`config.mk`:
```
export PLATFORM = sky130hd
export DESIGN_NAME = act_fun_batch_sequencer
export DESIGN_NICKNAME = d
export VERILOG_FILES = /design/src/rtl/act_fun_batch_sequencer.sv
export SDC_FILE = /design/constraint.sdc
export NUM_CORES = 1
export LEC_CHECK = 0
export CELL_PAD_IN_SITES_DETAIL_PLACEMENT = 0
export CELL_PAD_IN_SITES_GLOBAL_PLACEMENT = 1
export CORE_AREA = 3 3 180 182
export DETAILED_ROUTE_END_ITERATION = 10
export DIE_AREA = 0 0 183 185
export HOLD_SLACK_MARGIN = 0.05
export PLACE_DENSITY_LB_ADDON = 0.08
export RECOVER_POWER = 25
export REMOVE_ABC_BUFFERS = 1
export SYNTH_ARGS = -nofsm -noshare
export SYNTH_HDL_FRONTEND = slang
export SYNTH_SLANG_ARGS = --single-unit
export TNS_END_PERCENT = 10
```
`constraint.sdc`:
```
create_clock -name CLK -period 7.8 [get_ports CLK]
set_input_delay 1.56 -clock CLK [delete_from_list [all_inputs] [get_ports CLK]]
set_output_delay 1.56 -clock CLK [all_outputs]
set_load 0.01 [all_outputs]
```
`src/rtl/act_fun_batch_sequencer.sv`:
```
// Batch sequencer: streams a snapshot of NUM_INPUTS pre-activations through one shared
// fixed-latency activation engine and gathers the in-order results into an output vector.
module act_fun_batch_sequencer #(
  parameter int WIDTH      = 16,
  parameter int FRAC_BITS  = 13,
  parameter int NUM_INPUTS = 8,
  parameter int TIMEOUT    = 32
) (
  input  logic                        CLK,
  input  logic                        RST,
  input  logic                        START,
  input  logic [NUM_INPUTS*WIDTH-1:0] VALUES_IN,
  output logic                        BUSY,
  output logic                        DONE,
  output logic                        ERROR,
  output logic [NUM_INPUTS*WIDTH-1:0] VALUES_OUT,
  output logic [WIDTH-1:0]            ACT_VALUE_OUT,
  output logic                        ACT_VALID_OUT,
  input  logic [WIDTH-1:0]            ACT_VALUE_IN,
  input  logic                        ACT_VALID_IN
);

  localparam int RES_W = $clog2(NUM_INPUTS + 1);
  localparam int TO_W  = $clog2(TIMEOUT + 1);
  localparam int VEC_W = NUM_INPUTS * WIDTH;

  localparam logic [RES_W-1:0] RES_ONE    = RES_W'(1);
  localparam logic [RES_W-1:0] RES_FULL   = RES_W'(NUM_INPUTS);
  localparam logic [RES_W-1:0] ISSUE_LAST = RES_W'(NUM_INPUTS - 1);
  localparam logic [TO_W-1:0]  TO_ONE     = TO_W'(1);
  localparam logic [TO_W-1:0]  TO_LAST    = TO_W'(TIMEOUT - 1);

  // Data is only routed, never interpreted, so the binary point is free as long as it fits.
  if (NUM_INPUTS < 1 || TIMEOUT < 1 || FRAC_BITS < 0 || FRAC_BITS > WIDTH) begin : g_bad_params
    $error("act_fun_batch_sequencer: illegal parameterisation");
  end

  typedef enum logic [1:0] {
    ST_IDLE  = 2'd0,
    ST_ISSUE = 2'd1,
    ST_DRAIN = 2'd2,
    ST_DONE  = 2'd3
  } state_e;

  state_e             state_r, state_s;
  logic [RES_W-1:0]   issue_idx_r, issue_idx_s;
  logic [RES_W-1:0]   result_idx_r, result_idx_s, result_cnt_s;
  logic [TO_W-1:0]    idle_cnt_r, idle_cnt_s, idle_inc_s;
  logic [VEC_W-1:0]   snapshot_r, snapshot_s;
  logic [VEC_W-1:0]   values_out_r, values_out_s;
  logic               error_r, error_s;
  logic               capture_window_s, accept_s;
  logic               busy_r, busy_s;
  logic               done_r, done_s;
  logic               act_valid_r, act_valid_s;
  logic [WIDTH-1:0]   act_value_r, act_value_s;

  // Decide whether this cycle's engine result lands in a free slot.
  always_comb begin
    capture_window_s = (state_r == ST_ISSUE) || (state_r == ST_DRAIN);
    accept_s         = ACT_VALID_IN && capture_window_s && (result_idx_r < RES_FULL);
    if (accept_s) begin
      result_cnt_s = result_idx_r + RES_ONE;
    end else begin
      result_cnt_s = result_idx_r;
    end
    idle_inc_s = idle_cnt_r + TO_ONE;
  end

  // Next-state and datapath next values.
  always_comb begin
    state_s      = state_r;
    issue_idx_s  = issue_idx_r;
    result_idx_s = result_cnt_s;
    idle_cnt_s   = idle_cnt_r;
    snapshot_s   = snapshot_r;
    values_out_s = values_out_r;
    error_s      = error_r;
    case (state_r)
      ST_IDLE: begin
        if (START) begin
          state_s      = ST_ISSUE;
          snapshot_s   = VALUES_IN;
          values_out_s = {VEC_W{1'b0}};
          error_s      = 1'b0;
          issue_idx_s  = {RES_W{1'b0}};
          result_idx_s = {RES_W{1'b0}};
          idle_cnt_s   = {TO_W{1'b0}};
        end else begin
          state_s = ST_IDLE;
        end
      end
      ST_ISSUE: begin
        if (issue_idx_r == ISSUE_LAST) begin
          // A zero-latency engine can finish while the last element is still going out.
          if (result_cnt_s == RES_FULL) begin
            state_s = ST_DONE;
          end else begin
            state_s = ST_DRAIN;
          end
        end else begin
          issue_idx_s = issue_idx_r + RES_ONE;
        end
      end
      ST_DRAIN: begin
        if (result_cnt_s == RES_FULL) begin
          state_s = ST_DONE;
        end else if (accept_s) begin
          idle_cnt_s = {TO_W{1'b0}};
        end else begin
          idle_cnt_s = idle_inc_s;
          // The hand-over cycle into DONE is itself the last waited cycle.
          if (idle_inc_s >= TO_LAST) begin
            error_s = 1'b1;
            state_s = ST_DONE;
          end else begin
            state_s = ST_DRAIN;
          end
        end
      end
      ST_DONE: begin
        state_s = ST_IDLE;
      end
      default: begin
        state_s = ST_IDLE;
      end
    endcase
    for (int i = 0; i < NUM_INPUTS; i++) begin
      values_out_s[i*WIDTH +: WIDTH] = (accept_s && (result_idx_r == RES_W'(i))) ?
                                       ACT_VALUE_IN : values_out_s[i*WIDTH +: WIDTH];
    end
    // Results with nowhere to go are dropped but flagged.
    error_s = error_s | (ACT_VALID_IN & ~accept_s);
  end

  // Output next values, derived from the state being entered so the flops line up with it.
  always_comb begin
    busy_s      = (state_s == ST_ISSUE) || (state_s == ST_DRAIN);
    done_s      = (state_s == ST_DONE);
    act_valid_s = (state_s == ST_ISSUE);
    act_value_s = {WIDTH{1'b0}};
    for (int i = 0; i < NUM_INPUTS; i++) begin
      act_value_s = (act_valid_s && (issue_idx_s == RES_W'(i))) ?
                    snapshot_s[i*WIDTH +: WIDTH] : act_value_s;
    end
  end

  // State, datapath and output registers.
  always_ff @(posedge CLK) begin
    if (RST) begin
      state_r      <= ST_IDLE;
      issue_idx_r  <= {RES_W{1'b0}};
      result_idx_r <= {RES_W{1'b0}};
      idle_cnt_r   <= {TO_W{1'b0}};
      snapshot_r   <= {VEC_W{1'b0}};
      values_out_r <= {VEC_W{1'b0}};
      error_r      <= 1'b0;
      busy_r       <= 1'b0;
      done_r       <= 1'b0;
      act_valid_r  <= 1'b0;
      act_value_r  <= {WIDTH{1'b0}};
    end else begin
      state_r      <= state_s;
      issue_idx_r  <= issue_idx_s;
      result_idx_r <= result_idx_s;
      idle_cnt_r   <= idle_cnt_s;
      snapshot_r   <= snapshot_s;
      values_out_r <= values_out_s;
      error_r      <= error_s;
      busy_r       <= busy_s;
      done_r       <= done_s;
      act_valid_r  <= act_valid_s;
      act_value_r  <= act_value_s;
    end
  end

  assign BUSY          = busy_r;
  assign DONE          = done_r;
  assign ERROR         = error_r;
  assign VALUES_OUT    = values_out_r;
  assign ACT_VALUE_OUT = act_value_r;
  assign ACT_VALID_OUT = act_valid_r;

endmodule

```
Yosys cells after proc, flatten, opt, wreduce, memory -nomap -nowiden
Cells that the tools add are included.
- $add $sub $neg: 3
- magnitude comparators: 2
- equality and inequality tests: 24
- muxes and demuxes: 42
- bitwise operators: 3
- reductions and logical operators: 49
- operator list (cell ; count):
    2-to-1 mux 128 bit ; 4
    2-to-1 mux 16 bit ; 16
    equality test 4 x 3 -> 1 bit (second input constant) ; 9
    nonzero test 2 bit ; 17
    2-to-1 mux 4 bit ; 5
    logical AND 1 bit ; 18
    2-to-1 mux 6 bit ; 3
    equality test 4 x 2 -> 1 bit (second input constant) ; 4
    AND reduction 2 bit ; 8
    case mux 6 bit (2 select lines) ; 1
    adder 4 x 1 -> 4 bit (second input constant) ; 2
    equality test 2 bit (second input constant) ; 4
    equality test 4 x 1 -> 1 bit (second input constant) ; 2
    zero test 4 bit ; 2
    case mux 2 bit (4 select lines) ; 1
    case mux 4 bit (2 select lines) ; 1
    2-to-1 mux 1 bit ; 7
    adder 6 x 1 -> 6 bit (second input constant) ; 1
    greater-or-equal comparator 6 x 5 -> 1 bit (second input constant) ; 1
    2-to-1 mux 2 bit ; 3
    equality test 2 x 1 -> 1 bit (second input constant) ; 2
    equality test 4 bit (second input constant) ; 1
    < comparator 4 bit (second input constant) ; 1
    != test 2 bit (second input constant) ; 2
    other kinds (7) ; 8
- bits in registers: 292
- bits of input ports: 148
- logic and storage cells: 141

Depth between registers and ports, before layout
- word-level depth: 19
- depth in mapped cells: 17
- gate-level depth less buffers: 14

Worst setup path before layout
No wires, ideal clock.
- path type: input port to flip-flop
- start: input ACT_VALID_IN
- end: register act_value_r[8] (netlist: ACT_VALUE_OUT[8])
- data arrival time: 4628 ps
- required time: 7714 ps
- setup slack: 3086 ps
- cell stages on the path: 13
- cells stage by stage: nand3b_1 or3_1 a2111oi_0 o21ai_0 a32oi_1 ha_1 a21boi_2 or3b_4 nor2_4 buf_6 a21oi_1 a221o_1 a221oi_2
- longest elaborated chain between the ends: 17
- elaborated cells between the ends (all ways): 26
- those cells by class: 2 x eq/ne; 14 x mux; 10 x reduce/logical
- ends and longest elaborated chain (element ; line ; RTL):
    from (decl) ; 20 ; input logic ACT_VALID_IN
    logical AND 1 bit (*) (2 in a row) ; 61 ; accept_s = ACT_VALID_IN && capture_window_s && (result_idx_r < RES_FULL);
    2-to-1 mux 4 bit ; 62 ; if (accept_s) begin
    equality test 4 bit ; 96, 106 ;
    2-to-1 mux 1 bit ; 96 ; if (result_cnt_s == RES_FULL) begin
    2-to-1 mux 2 bit ; 94 ; if (issue_idx_r == ISSUE_LAST) begin
    case mux 2 bit (4 select lines) (*) ; 79 ; case (state_r)
    named net state_s[0] ; 45 ; state_e state_r, state_s;
    equality test 2 x 1 -> 1 bit (*) ; 140 ; act_valid_s = (state_s == ST_ISSUE);
    named net act_valid_s ; 55 ; logic act_valid_r, act_valid_s;
    logical AND 1 bit ; 143 ; act_value_s = (act_valid_s && (issue_idx_s == RES_W'(i))) ?
    2-to-1 mux 16 bit (7 in a row) ; 143 ;
    2-to-1 mux 16 bit (*) ; 143 ;
    to (signal assigned) ; 161 ; act_value_r <= {WIDTH{1'b0}};
    to (signal assigned) ; 173 ; act_value_r <= act_value_s;
    to (decl) ; 56 ; logic [WIDTH-1:0] act_value_r, act_value_s;
The timed path passes the listed nets; every way through them passes the cells marked *.
A chain may end at the register's enable or synchronous reset.

==> flow_summary.json <==
{
  "critPathCaptureType": "flip-flop",
  "clk_path_buf_depth": 3,
  "grt_max_degree": 149,
  "status": "complete, but fails checks",
  "final_common_cell": "dfxtp_1",
  "synth_flop_cell": "dfxtp_1",
  "ys_ff_latch": 292,
  "synthesis.area_mm2": 0.0121,
  "dpl-instance-area_mm2": 0.0150,
  "port_buffers": 295,
  "rows": 64,
  "cts_tree": "yes",
  "violations": "max-capacitance violations, max-slew violations",
  "die_w_um": 183,
  "syn2layout_area_growth_pct": 33.2,
  "grt.overflow.total": 0,
  "ys_warn_count": 0,
  "fp.dieArea_mm2": 0.0339,
  "finalNetCount": 1784,
  "p_leak_uw": 0.00613,
  "arrival_ns": 6.87,
  "cts_made_buffers": 34,
  "grt_antenna_before_repair": 0,
  "root_buffer": "clkbuf_16",
  "finalWorstSetupSlack_ns": 1.32,
  "cts_hold_buf": 0,
  "grt_pass1_wl_um": 60400,
  "layout_common_cells": "292 x dfxtp_1, 282 x nand2_1, 207 x a21oi_1",
  "crit_cells": 4,
  "ir_worst_vdd_v": 0.000122,
  "antenna_left": 0,
  "hpwl_um": 25700,
  "setup_violations": 0,
  "critPathMaxStageDelay_ns": 4.52,
  "ys_seq_area_share_pct": 48.5,
  "drive_gt1_share_pct": 5.71,
  "first_global_vias": 10300,
  "power_density_mw_per_mm2": 216,
  "critical_path_class": "in2reg",
  "clkSlewWorstSetupHoldPaths_ns": 0.06,
  "hp-class": "reg2reg",
  "yosysTopAreaCell": "dfxtp_1",
  "grt_usage_pct": 22.5,
  "pin_count": 296,
  "rsz0062_at_grt": "no",
  "cts_resized": 0,
  "finish.instance_area_mm2": 0.0161,
  "slew_viol_final": 146,
  "core_area_mm2": 0.0307,
  "worst-slew-pin-transition_ns": 6.65,
  "drv_cap": 1,
  "drc": 0,
  "max_slew_margin_pct": -344,
  "synthCells": 1412,
  "cp_top_family": "buffers and inverters",
  "startpoint_type": "primary input",
  "die_height_um": 185,
  "syn_avg_cell_area_um2": 8.54,
  "dr.first_iter.drc_count": 817,
  "synth.top_cell.area_share_pct": 48.5,
  "crit_slowest_cell": "clkbuf_1",
  "insertion_delay_ns": 0.51,
  "crit_required_ns": 8.19,
  "synth_edf_count": 0,
  "clock-sinks": 292,
  "reg2reg_depth": 14,
  "num_antenna_cells": 0,
  "finalHoldViolCount": 0,
  "yosysUniqueCellTypes": 61,
  "gp_congestion": 0.808,
  "hold_depth": 2,
  "avgRoutedWirePerCell_um": 19.5,
  "post-route-min-period_ns": 6.48,
  "fmax_ghz": 0.154,
  "cts_max_level": 2,
  "drt_wl_total_um": 39800,
  "cts_setup_buffers": 0,
  "place_ws_ns": 1.18,
  "start_util_pct": 39.2,
  "crit_chain": "clkbuf_1 -> buf_12 -> a21oi_1 -> o21a_1",
  "async_flop_share_pct": 0,
  "min_period_over_period_pct": 83.0,
  "dr.pass1.iters": 5,
  "critical_path.max_fanout": 148,
  "setup_tns_ns": 0,
  "fin_skew_ns": 0.0206,
  "vias": 10700,
  "cp_num_buf_inv": 2,
  "synth.top_cells.by_area": "dfxtp_1 48%, nand2_1 8.8%, a21oi_1 8.6%",
  "viasPerCell": 5.25
}
[flip-flops by register name, indices dropped and copies added, names as in the netlist, 2 cells and up]
name	flops
result_idx_r	4
state_r	2
snapshot_r	128
ACT_VALUE_OUT	16
VALUES_OUT	128
idle_cnt_r	6
issue_idx_r	4
[stage by stage]
step                hold slack [ns]  std cells  total power (µW)  util [%]
floorplan                     0.427       1287              1800         -
global placement              0.438       1984              1990      48.9
detailed placement            0.446       1984              1990      48.9
CTS                           0.454       2042              3500      52.3
global route                  0.466       2042              3600      52.3
finish                        0.449       2042              3470      52.3
[path summary, 6_finish.rpt]
| kind | start | slack, ns | to |
|---|---|---|---|
| hold / removal | snapshot_r[23] | 0.45 | snapshot_r[23] |
| setup / recovery | RST | 1.32 | ACT_VALUE_OUT[1] |
| hold reg to reg | snapshot_r[23] | 0.45 | snapshot_r[23] |
| setup reg to reg | state_r[0] | 2.54 | ACT_VALUE_OUT[12] |
[cells by family after synthesis]
kind of cell	synth area share (%)
flops	48.5
fa+ha+maj	1.24
xor+xnor	0.291
simple gates	20.4
buf+inv	5.18
compound gates	14.9
mux	9.52
[cell type report]
type / instances / area (µm²)
clock buffer: 52 / 1020
fill: 2927 / 14700
inverter: 12 / 45.0
timing repair buffer: 301 / 3020
sequential: 292 / 5850
clock inverter: 6 / 36.3
tap: 396 / 495
multi-input combinational: 983 / 5610
[worst min-delay path, stage by stage (launching register included)]
cell and delay (ns):
dfxtp_1 0.30, nand2_1 0.05, a21oi_1 0.05
[layer usage]
metal	track usage (%)	share of wire, %	vias up
met4	4.81	1.4	0
met5	0	0	-
met3	6.83	9.1	39
met1	30.2	43	5049
met2	36.1	46	355
li1	-	-	5273
[power breakdown]
| part | internal, µW | switching [µW] | leakage (µW) |
|---|---|---|---|
| clock network | 898 | 609 | 0.000520 |
| logic | 174 | 221 | 0.00323 |
| registers | 1550 | 18.2 | 0.00238 |
| total | 2620 | 848 | 0.00613 |
[synth_stat cells, types with 10 or more instances]
| library cell | n |
|---|---|
| a21oi_1 | 207 |
| buf_2 | 13 |
| nand3_1 | 134 |
| o21ai_0 | 25 |
| ha_1 | 12 |
| mux4_2 | 15 |
| dfxtp_1 | 292 |
| buf_4 | 19 |
| clkbuf_1 | 86 |
| nor2_1 | 98 |
| mux2i_1 | 77 |
| o22ai_1 | 10 |
| nand2_1 | 283 |
| inv_1 | 12 |
No activity file was read; power rests on OpenSTA's default activity.
